`src/rtl/br_reslv_queue_if.sv`:
```
// br_reslv_queue_if: dispatch/execute/retire bundle between the pipeline and the branch resolution queue.
interface br_reslv_queue_if #(
  parameter int ENTRIES    = 8,
  parameter int BHR_W      = 4,
  parameter int BR_STATE_W = 2
);
  localparam int IW = $clog2(ENTRIES);
  logic                  alloc_i;
  logic                  pred_i;
  logic [BHR_W-1:0]      bhr_i;
  logic [IW-1:0]         alloc_tag_o;
  logic                  full_o;
  logic                  ex_valid_i;
  logic [IW-1:0]         ex_tag_i;
  logic                  ex_taken_i;
  logic [BR_STATE_W-1:0] reslv_o;
  logic                  taken_o;
  logic [BHR_W-1:0]      recrv_bhr_o;
  logic                  flush_o;
  modport master (
    output alloc_i, pred_i, bhr_i, ex_valid_i, ex_tag_i, ex_taken_i,
    input  alloc_tag_o, full_o, reslv_o, taken_o, recrv_bhr_o, flush_o
  );
  modport slave (
    input  alloc_i, pred_i, bhr_i, ex_valid_i, ex_tag_i, ex_taken_i,
    output alloc_tag_o, full_o, reslv_o, taken_o, recrv_bhr_o, flush_o
  );
endinterface

```
`src/rtl/br_reslv_queue.sv`:
```
// br_reslv_queue: in-order branch retirement queue with out-of-order resolution and mispredict flush.
module br_reslv_queue #(
  parameter int ENTRIES    = 8,
  parameter int BHR_W      = 4,
  parameter int BR_STATE_W = 2
) (
  input logic             clk,
  input logic             rst,
  br_reslv_queue_if.slave q
);
  localparam int IW = $clog2(ENTRIES);
  localparam logic [BR_STATE_W-1:0] BR_NONE       = BR_STATE_W'(0);
  localparam logic [BR_STATE_W-1:0] BR_PR_CORRECT = BR_STATE_W'(1);
  localparam logic [BR_STATE_W-1:0] BR_PR_WRONG   = BR_STATE_W'(2);
  logic [IW:0]             head_q, head_d, tail_q, tail_d;
  logic [ENTRIES-1:0]      valid_q, valid_d, resolved_q, resolved_d, pred_q, pred_d, taken_q, taken_d;
  logic [BHR_W-1:0]        bhr_q [ENTRIES];
  logic [BHR_W-1:0]        bhr_d [ENTRIES];
  logic [BR_STATE_W-1:0]   reslv_q, reslv_d;
  logic                    taken_out_q, taken_out_d, flush_q, flush_d;
  logic [BHR_W-1:0]        rbhr_q, rbhr_d;
  logic [IW-1:0]           head_idx, tail_idx;
  logic                    full, retire, mispred, do_alloc, do_res;
  assign head_idx      = head_q[IW-1:0];
  assign tail_idx      = tail_q[IW-1:0];
  assign full          = (head_q[IW] != tail_q[IW]) && (head_idx == tail_idx);
  assign retire        = valid_q[head_idx] && resolved_q[head_idx];
  assign mispred       = retire && (taken_q[head_idx] != pred_q[head_idx]);
  assign do_alloc      = q.alloc_i && !full && !mispred;
  assign do_res        = q.ex_valid_i && valid_q[q.ex_tag_i] && !resolved_q[q.ex_tag_i] && !mispred;
  assign q.alloc_tag_o = tail_idx;
  assign q.full_o      = full;
  assign q.reslv_o     = reslv_q;
  assign q.taken_o     = taken_out_q;
  assign q.recrv_bhr_o = rbhr_q;
  assign q.flush_o     = flush_q;
  always_comb begin
    head_d      = head_q;
    tail_d      = tail_q;
    valid_d     = valid_q;
    resolved_d  = resolved_q;
    pred_d      = pred_q;
    taken_d     = taken_q;
    bhr_d       = bhr_q;
    reslv_d     = retire ? (mispred ? BR_PR_WRONG : BR_PR_CORRECT) : BR_NONE;
    flush_d     = mispred;
    taken_out_d = retire ? taken_q[head_idx] : taken_out_q;
    rbhr_d      = retire ? bhr_q[head_idx] : rbhr_q;
    if (do_res) begin
      resolved_d[q.ex_tag_i] = 1'b1;
      taken_d[q.ex_tag_i]    = q.ex_taken_i;
    end
    if (retire) begin
      valid_d[head_idx] = 1'b0;
      head_d            = head_q + 1'b1;
    end
    if (do_alloc) begin
      valid_d[tail_idx]    = 1'b1;
      resolved_d[tail_idx] = 1'b0;
      pred_d[tail_idx]     = q.pred_i;
      bhr_d[tail_idx]      = q.bhr_i;
      tail_d               = tail_q + 1'b1;
    end
    // a wrong-path retire empties the queue right behind the retiring entry
    if (mispred) begin
      valid_d = '0;
      tail_d  = head_q + 1'b1;
    end
  end
  always_ff @(posedge clk) begin
    if (rst) begin
      head_q      <= '0;
      tail_q      <= '0;
      valid_q     <= '0;
      resolved_q  <= '0;
      pred_q      <= '0;
      taken_q     <= '0;
      bhr_q       <= '{default: '0};
      reslv_q     <= BR_NONE;
      taken_out_q <= 1'b0;
      rbhr_q      <= '0;
      flush_q     <= 1'b0;
    end else begin
      head_q      <= head_d;
      tail_q      <= tail_d;
      valid_q     <= valid_d;
      resolved_q  <= resolved_d;
      pred_q      <= pred_d;
      taken_q     <= taken_d;
      bhr_q       <= bhr_d;
      reslv_q     <= reslv_d;
      taken_out_q <= taken_out_d;
      rbhr_q      <= rbhr_d;
      flush_q     <= flush_d;
    end
  end
endmodule
```
`src/flat_wrapper.sv`:
```
// flat-port wrapper written by rule: the top's interface ports become plain ports
module br_reslv_queue_flat 
#(
  parameter int ENTRIES    = 8,
  parameter int BHR_W      = 4,
  parameter int BR_STATE_W = 2
)
  (clk, rst, q_alloc_i, q_pred_i, q_bhr_i, q_ex_valid_i, q_ex_tag_i, q_ex_taken_i, q_alloc_tag_o, q_full_o, q_reslv_o, q_taken_o, q_recrv_bhr_o, q_flush_o);
  br_reslv_queue_if #(.ENTRIES(ENTRIES), .BHR_W(BHR_W), .BR_STATE_W(BR_STATE_W)) q_i ();
  input logic clk;
  input logic rst;
  input wire logic [$bits(q_i.alloc_i)-1:0] q_alloc_i;
  input wire logic [$bits(q_i.pred_i)-1:0] q_pred_i;
  input wire logic [$bits(q_i.bhr_i)-1:0] q_bhr_i;
  input wire logic [$bits(q_i.ex_valid_i)-1:0] q_ex_valid_i;
  input wire logic [$bits(q_i.ex_tag_i)-1:0] q_ex_tag_i;
  input wire logic [$bits(q_i.ex_taken_i)-1:0] q_ex_taken_i;
  output wire logic [$bits(q_i.alloc_tag_o)-1:0] q_alloc_tag_o;
  output wire logic [$bits(q_i.full_o)-1:0] q_full_o;
  output wire logic [$bits(q_i.reslv_o)-1:0] q_reslv_o;
  output wire logic [$bits(q_i.taken_o)-1:0] q_taken_o;
  output wire logic [$bits(q_i.recrv_bhr_o)-1:0] q_recrv_bhr_o;
  output wire logic [$bits(q_i.flush_o)-1:0] q_flush_o;
  assign q_i.alloc_i = q_alloc_i;
  assign q_i.pred_i = q_pred_i;
  assign q_i.bhr_i = q_bhr_i;
  assign q_i.ex_valid_i = q_ex_valid_i;
  assign q_i.ex_tag_i = q_ex_tag_i;
  assign q_i.ex_taken_i = q_ex_taken_i;
  assign q_alloc_tag_o = q_i.alloc_tag_o;
  assign q_full_o = q_i.full_o;
  assign q_reslv_o = q_i.reslv_o;
  assign q_taken_o = q_i.taken_o;
  assign q_recrv_bhr_o = q_i.recrv_bhr_o;
  assign q_flush_o = q_i.flush_o;
  br_reslv_queue #(.ENTRIES(ENTRIES), .BHR_W(BHR_W), .BR_STATE_W(BR_STATE_W)) u_core (.clk(clk), .rst(rst), .q(q_i));
endmodule
```
`config.mk`:
```
export PLATFORM = sky130hd
export DESIGN_NAME = br_reslv_queue_flat
export DESIGN_NICKNAME = d
export VERILOG_FILES = /design/src/rtl/br_reslv_queue_if.sv /design/src/rtl/br_reslv_queue.sv /design/src/flat_wrapper.sv
export SDC_FILE = /design/constraint.sdc
export NUM_CORES = 1
export LEC_CHECK = 0
export ABC_CLOCK_PERIOD_IN_PS = 2990
export CORE_ASPECT_RATIO = 1.1
export CORE_MARGIN = 4
export CORE_UTILIZATION = 55
export CTS_CLUSTER_SIZE = 8
export DETAILED_ROUTE_END_ITERATION = 6
export PLACE_DENSITY = 0.82
export SLEW_MARGIN = 20
export SYNTH_ARGS = -nofsm -noshare
export SYNTH_HDL_FRONTEND = slang
export SYNTH_SLANG_ARGS = --single-unit
```
`constraint.sdc`:
```
create_clock -name clk -period 2.99 [get_ports clk]
set_clock_uncertainty 0.2 [all_clocks]
set_input_delay 0.598 -clock clk [delete_from_list [all_inputs] [get_ports clk]]
set_output_delay 0.598 -clock clk [all_outputs]
set_load 0.05 [all_outputs]
```
# Word level (Yosys, flattened, before mapping)
# Cells that the tools add are included.
[totals]
inputBits = 13
register_bits = 80
out_inout_bits = 12
[classes]
mux = 33
n_reduce_logical = 18
n_bitwise = 9
n_lt_le_gt_ge = 9
n_addsub = 2
eq_ne = 3
[op_table]
columns = ["op", "n"]
rows = [
  ["$bwmux W32", 1],
  ["$mux W8", 4],
  ["$mux W4", 5],
  ["$bmux W1 S3", 6],
  ["$and A8 B8 Y8", 2],
  ["$bwmux W8", 2],
  ["$not A8 Y8", 2],
  ["$or A8 B8 Y8", 2],
  ["$bmux W4 S3", 1],
  ["$demux W4 S3", 1],
  ["$logic_and A1 B1 Y1", 12],
  ["$lt A3 B4 Y1 const B", 3],
  ["$demux W1 S3", 3],
  ["$ge A3 B1 Y1 const B", 3],
  ["$mux W1", 9],
  ["$add A4 B1 Y4 const B", 2],
  ["$ge A4 B4 Y1 const B", 2],
  ["$not A3 Y4", 2],
  ["$lt A4 B1 Y1 const B", 1],
  ["$reduce_or A2 Y1", 2],
  ["$eq A3 B3 Y1", 1],
  ["$logic_not A1 Y1", 3],
  ["$mux W2", 1],
  ["$ne A1 B1 Y1", 2],
  ["2 further kinds", 2],
]

# Depth between registers and ports, before layout
[logic_depth]
word_depth = 9
mapped_depth = 10
mapped_depth_nobuf = 6

# Worst setup path after synthesis
# No wires, ideal clock.
[synth_path]
kind = "in2reg"
start = "in q_ex_tag_i[2]"
end = "reg u_core.taken_q[1]"
path_stages = 7
t_required_ps = 2718
setup_ps = 72
arrival_time_ps = 2218
slack_ps = 500
path_buffers = 1
path_cell_list = "clkbuf_1 -> nand2b_1 -> nor3b_1 -> or3_1 -> o21ai_1 -> or4_4 -> mux2i_1"
[synth_via]
elab_chain_len = 5
word_cells_on_any_way = 14
[synth_lines]
columns = ["element", "line", "text"]
rows = [
  ["from (decl)", "flat_wrapper.sv:16", "input wire logic [$bits(q_i.ex_tag_i)-1:0] q_ex_tag_i;"],
  ["$lt A3 B4 Y1 (not written as such) (tied with other cells)", "br_reslv_queue.sv:51", "taken_d[q.ex_tag_i] = q.ex_taken_i;"],
  ["$logic_and A1 B1 Y1 (not written as such) or $mux W1 (tied branches)", "br_reslv_queue.sv:51, br_reslv_queue.sv:30", ""],
  ["$mux W1 (not written as such) (tied with other cells)", "br_reslv_queue.sv:51", ""],
  ["$demux W1 S3 or $logic_and A1 B1 Y1 (tied branches)", "--", ""],
  ["$bwmux W8 or $logic_and A1 B1 Y1 (tied branches)", "br_reslv_queue.sv:51, br_reslv_queue.sv:30", ""],
  ["to (signal assigned)", "br_reslv_queue.sv:89", "taken_q <= taken_d;"],
  ["to (decl)", "br_reslv_queue.sv:16", "logic [ENTRIES-1:0] valid_q, valid_d, resolved_q, resolved_d, pred_q, pred_d, taken_q, taken_d;"],
]
# Several ways; a longest one is shown, not always the timed one. The select of a mux whose other input is x is not followed.
# A chain may end at the register's enable or synchronous reset.

# Worst setup path after layout
[layout_path]
start = "reg u_core.head_q[0]"
end = "reg u_core.resolved_q[1]"
[layout_via]
elab_chain_len = 9
word_cells_on_any_way = 21
[layout_lines]
columns = ["element", "line", "text"]
rows = [
  ["from (decl)", "br_reslv_queue.sv:15", "logic [IW:0] head_q, head_d, tail_q, tail_d;"],
  ["from (signal assigned)", "br_reslv_queue.sv:72", "head_q <= '0;"],
  ["from (signal assigned)", "br_reslv_queue.sv:84", "head_q <= head_d;"],
  ["$bmux W1 S3, on equally long branches", "br_reslv_queue.sv:28, br_reslv_queue.sv:27", ""],
  ["$mux W1, on equally long branches", "br_reslv_queue.sv:28, br_reslv_queue.sv:27", ""],
  ["$ne A1 B1 Y1 or $logic_and A1 B1 Y1 (tied branches)", "br_reslv_queue.sv:28, br_reslv_queue.sv:27", ""],
  ["$logic_and A1 B1 Y1", "br_reslv_queue.sv:28", "assign mispred = retire && (taken_q[head_idx] != pred_q[head_idx]);"],
  ["$logic_not A1 Y1", "br_reslv_queue.sv:29, br_reslv_queue.sv:30", ""],
  ["$logic_and A1 B1 Y1", "br_reslv_queue.sv:30", "assign do_res = q.ex_valid_i && valid_q[q.ex_tag_i] && !resolved_q[q.ex_tag_i] && !mispred;"],
  ["$mux W8", "br_reslv_queue.sv:49", "if (do_res) begin"],
  ["$and A8 B8 Y8 (no source line)", "--", ""],
  ["$mux W8 *", "br_reslv_queue.sv:57", "if (do_alloc) begin"],
  ["to (signal assigned)", "br_reslv_queue.sv:87", "resolved_q <= resolved_d;"],
  ["to (decl)", "br_reslv_queue.sv:16", ""],
]
# Every way passes the cells marked *; elsewhere a longest branch is shown, timed or not. The select of a mux whose other input is x is not followed.

==> metrics.md <==
| Metric | Value |
|---|---|
| Commonest cells after routing, fill and taps aside | `80 x dfxtp_1, 62 x nand2_1, 47 x mux2i_1, 33 x nor3_1, 23 x clkdlybuf4s50_1` |
| Clock latency on the worst-skew pair | `between 0.3 and 0.4 ns` |
| Total Wirelength | `approximately 10,000 um` |
| Critical R2R Launch | `u_core.head_q[0]` |
| Worst-path clk slew | `approximately 0.080 ns` |
| Outcome | `completed` |
| PD cells | `slightly below 500 nW/um^2` |
| Via count | `3,423` |
| Vias in the first global route | `roughly 3,100` |
| First-pass GRT wire length | `16,000 um` |
| PnR worst setup slack | `~0.19 ns` |
| Total of fill cells in the finished design | `546` |
| Max Freq | `between 300 and 400 MHz` |
| Starting Density | `between 50% and 60%` |
| Final Hold Viols | `0` |
| Reg2reg end | `u_core.resolved_q[1]` |
| RSZ-0062 raised after global routing | `false` |
| Final #Nets | `around 460` |
| Die X | `about 88 um` |
| Post-synth EDFFs | `0` |
| Commonest non-fill, non-tap cell in the layout | `dfxtp_1` |
| RePlAce Congestion | `roughly 0.88` |
| Worst EP arrival | `between 2 and 3 ns` |
| H-Tree Level Count | `3` |
| Clock sink count | `80` |
| Post-route DRC violation count | `0` |
| Worst Hold Path EP | `u_core.taken_q[7]` |
| Diode count | `0` |
| FF+latch count, synth | `80` |
| Dpl hpwl | `slightly below 7000 um` |
| Critical path peak fanout | `23` |
| Synth area leaders | `dfxtp_1 41%, mux2i_1 12%, nand2_1 6.0%, a31o_2 4.5%, nor3_1 4.2%` |
| HP Class | `reg2reg` |
| Die Span Y | `96.4 um` |
| Die area | `about 8500 um^2` |
| Critical path class | `reg2reg` |
| Drt pass-1 iters | `5` |
| R2r setup slk | `between 0.15 and 0.2 ns` |
| Final core occ | `roughly two thirds` |
| CTS tree | `done` |
| Final Power | `2.21 mW` |
| Placement Cell Area | `4240 um^2` |
| Post-Syn Area | `3910 um^2` |
| Core ar. | `around 6700 um^2` |
| Setup crit start kind | `register` |
| Design area | `4500 um^2` |
| Min Tclk post-route | `2.80 ns` |
| IO buf count | `24` |
| Yosys synthesis warning count | `0` |
| Wirelength per Cell | `roughly 19 um` |
| Hold wc startpoint | `u_core.taken_q[7]` |
| Layout cells sized above 1 | `between 10% and 20%` |
| Final Slew Violations | `0` |
| Worst R2R Path Depth | `8` |
| Layout area overhead | `15.0%` |
| Seq/Total Area, Yosys | `about two fifths` |
| CTS resizes | `0` |
| Critical Path RT | `a little over 3 ns` |
| Root Buffer | `clkbuf_8` |
| Worst vdd ir | `0.399 mV` |
| Area fraction of the dominant cell type after synthesis | `about two fifths` |
| Max-cap violation count | `0` |
| Slew @ Worst Pin | `around 0.59 ns` |
| CTS Hold Bufs | `0` |
| IO Count | `25` |
| Row cnt | `31` |
| CP startpoint | `u_core.head_q[0]` |
| Leakage | `approximately 1.7 nW` |
| Tcrit/Tclk final | `between 90% and 100%` |
| Post-Syn Instances | `approximately 430` |
| Num CTS Buffers | `9` |
| Fraction of registers with async set/reset | `0%` |
| Setup WS pre-CTS | `-0.0262 ns` |
| Synth unique cells | `about 50` |
| GRT overflow | `0` |
| Synth Area per Inst | `about 9.1 um^2` |
| Setup bufs post-CTS | `0` |
| Yosys top cell by area | `dfxtp_1` |
| Initial antenna violation count | `0` |
| Critical Path Sink Type | `register` |
| Rel. slew slack | `about three fifths` |
| Via density per instance | `about 6.4` |
| GR Util All Layers | `between 20% and 30%` |
| Top FF cell, synth | `dfxtp_1` |
| Synth Net Count | `approximately 440` |
| Setup violators final | `0` |
| Largest net degree at the start of global routing | `64` |
| Worst hold stages | `2` |
| Initial DRC count | `between 200 and 300` |
| Detail Route Antenna Nets | `0` |
| Clock tree buffer depth | `2` |
## area by class of cell
type / instances / area (um^2) / share of cell area [%]
repair buffers: 39 / 404 / 8.99
clock inverters: 6 / 115 / 2.56
flip-flops and latches: 80 / 1600 / 35.6
inverters: 7 / 26.3 / 0.584
well taps: 82 / 103 / 2.28
clock buffers: 10 / 128 / 2.84
multi-input cells: 309 / 2120 / 47.1
## sequential cells by signal, indices dropped and copies added, names as in the netlist
name / count
u_core.pred_q: 8
u_core.q.recrv_bhr_o: 4
u_core.taken_q: 8
u_core.tail_q: 4
u_core.resolved_q: 8
u_core.q.flush_o: 1
u_core.valid_q: 8
u_core.bhr_q: 32
u_core.head_q: 4
u_core.q.reslv_o: 2
u_core.q.taken_o: 1
## cell usage after synthesis (3+ instances only)
cell type,n
buf_2,3
o211a_1,7
xnor2_1,9
buf_4,3
or3_1,3
inv_1,5
o22ai_1,7
nor2b_1,3
a211oi_1,3
clkbuf_1,23
nand3_1,11
nor3_1,33
xor2_1,4
nand4_1,4
nand2_1,62
mux2i_1,47
nand2b_1,8
mux4_2,4
a21oi_1,15
nor2_1,19
nand3b_1,8
buf_6,4
o31ai_1,8
dfxtp_1,80
a31o_2,20
## power by group
group	internal, mW	leakage, nW	total (mW)	switching [mW]
Clock	0.559	0.117	0.964	0.404
Combinational	0.0613	0.982	0.148	0.0864
Sequential	1.08	0.646	1.10	0.0153
Total	1.70	1.75	2.21	0.506
## metal layers
| layer | vias up | global-route usage [%] | part of all wire [%] | wire (um) |
|---|---|---|---|---|
| li1 | 1587 | - | - | - |
| met1 | 1655 | 31.0 | 41 | 4180 |
| met2 | 151 | 41.6 | 49 | 4930 |
| met3 | 30 | 6.28 | 6.6 | 670 |
| met4 | 0 | 8.56 | 3.3 | 332 |
| met5 | - | 0 | 0 | 0 |
## per-stage QoR
stage / instances / hold slack, ns / TNS, ns
after global placement: 517 / 0.245 / 0
final: 533 / 0.261 / 0
after floorplan: 429 / 0.232 / 0
after global routing: 533 / 0.283 / 0
after detailed placement: 517 / 0.248 / -0.0262
after CTS: 533 / 0.266 / 0
## worst max path at each step
stage                           end  depth (start not counted)
2_1_floorplan     u_core.taken_q[1]                          7
3_3_place_gp   u_core.resolved_q[1]                          8
3_5_place_dp   u_core.resolved_q[1]                          8
4_1_cts           u_core.taken_q[7]                          8
5_1_grt            u_core.bhr_q[22]                          8
6_report       u_core.resolved_q[1]                          8
## kinds of logic after synthesis
logic type      Yosys count  share of synthesized area (%)
compound gates           75                           14.6
xor+xnor                 13                           2.91
fa+ha+maj                 2                          0.640
buf+inv                  40                           4.99
flops                    80                           41.0
mux                      51                           14.3
simple gates            168                           21.5
## worst max-delay path, cell delays in order, from the launching register on
cell and delay (ns):
dfxtp_1 0.47, buf_6 0.28, inv_2 0.13, a311o_1 0.31, and4_4 0.21, o2111a_1 0.19, buf_12 0.18, or4_4 0.53
a211oi_2 0.22
Note: power is estimated with default switching activity, not from simulation.
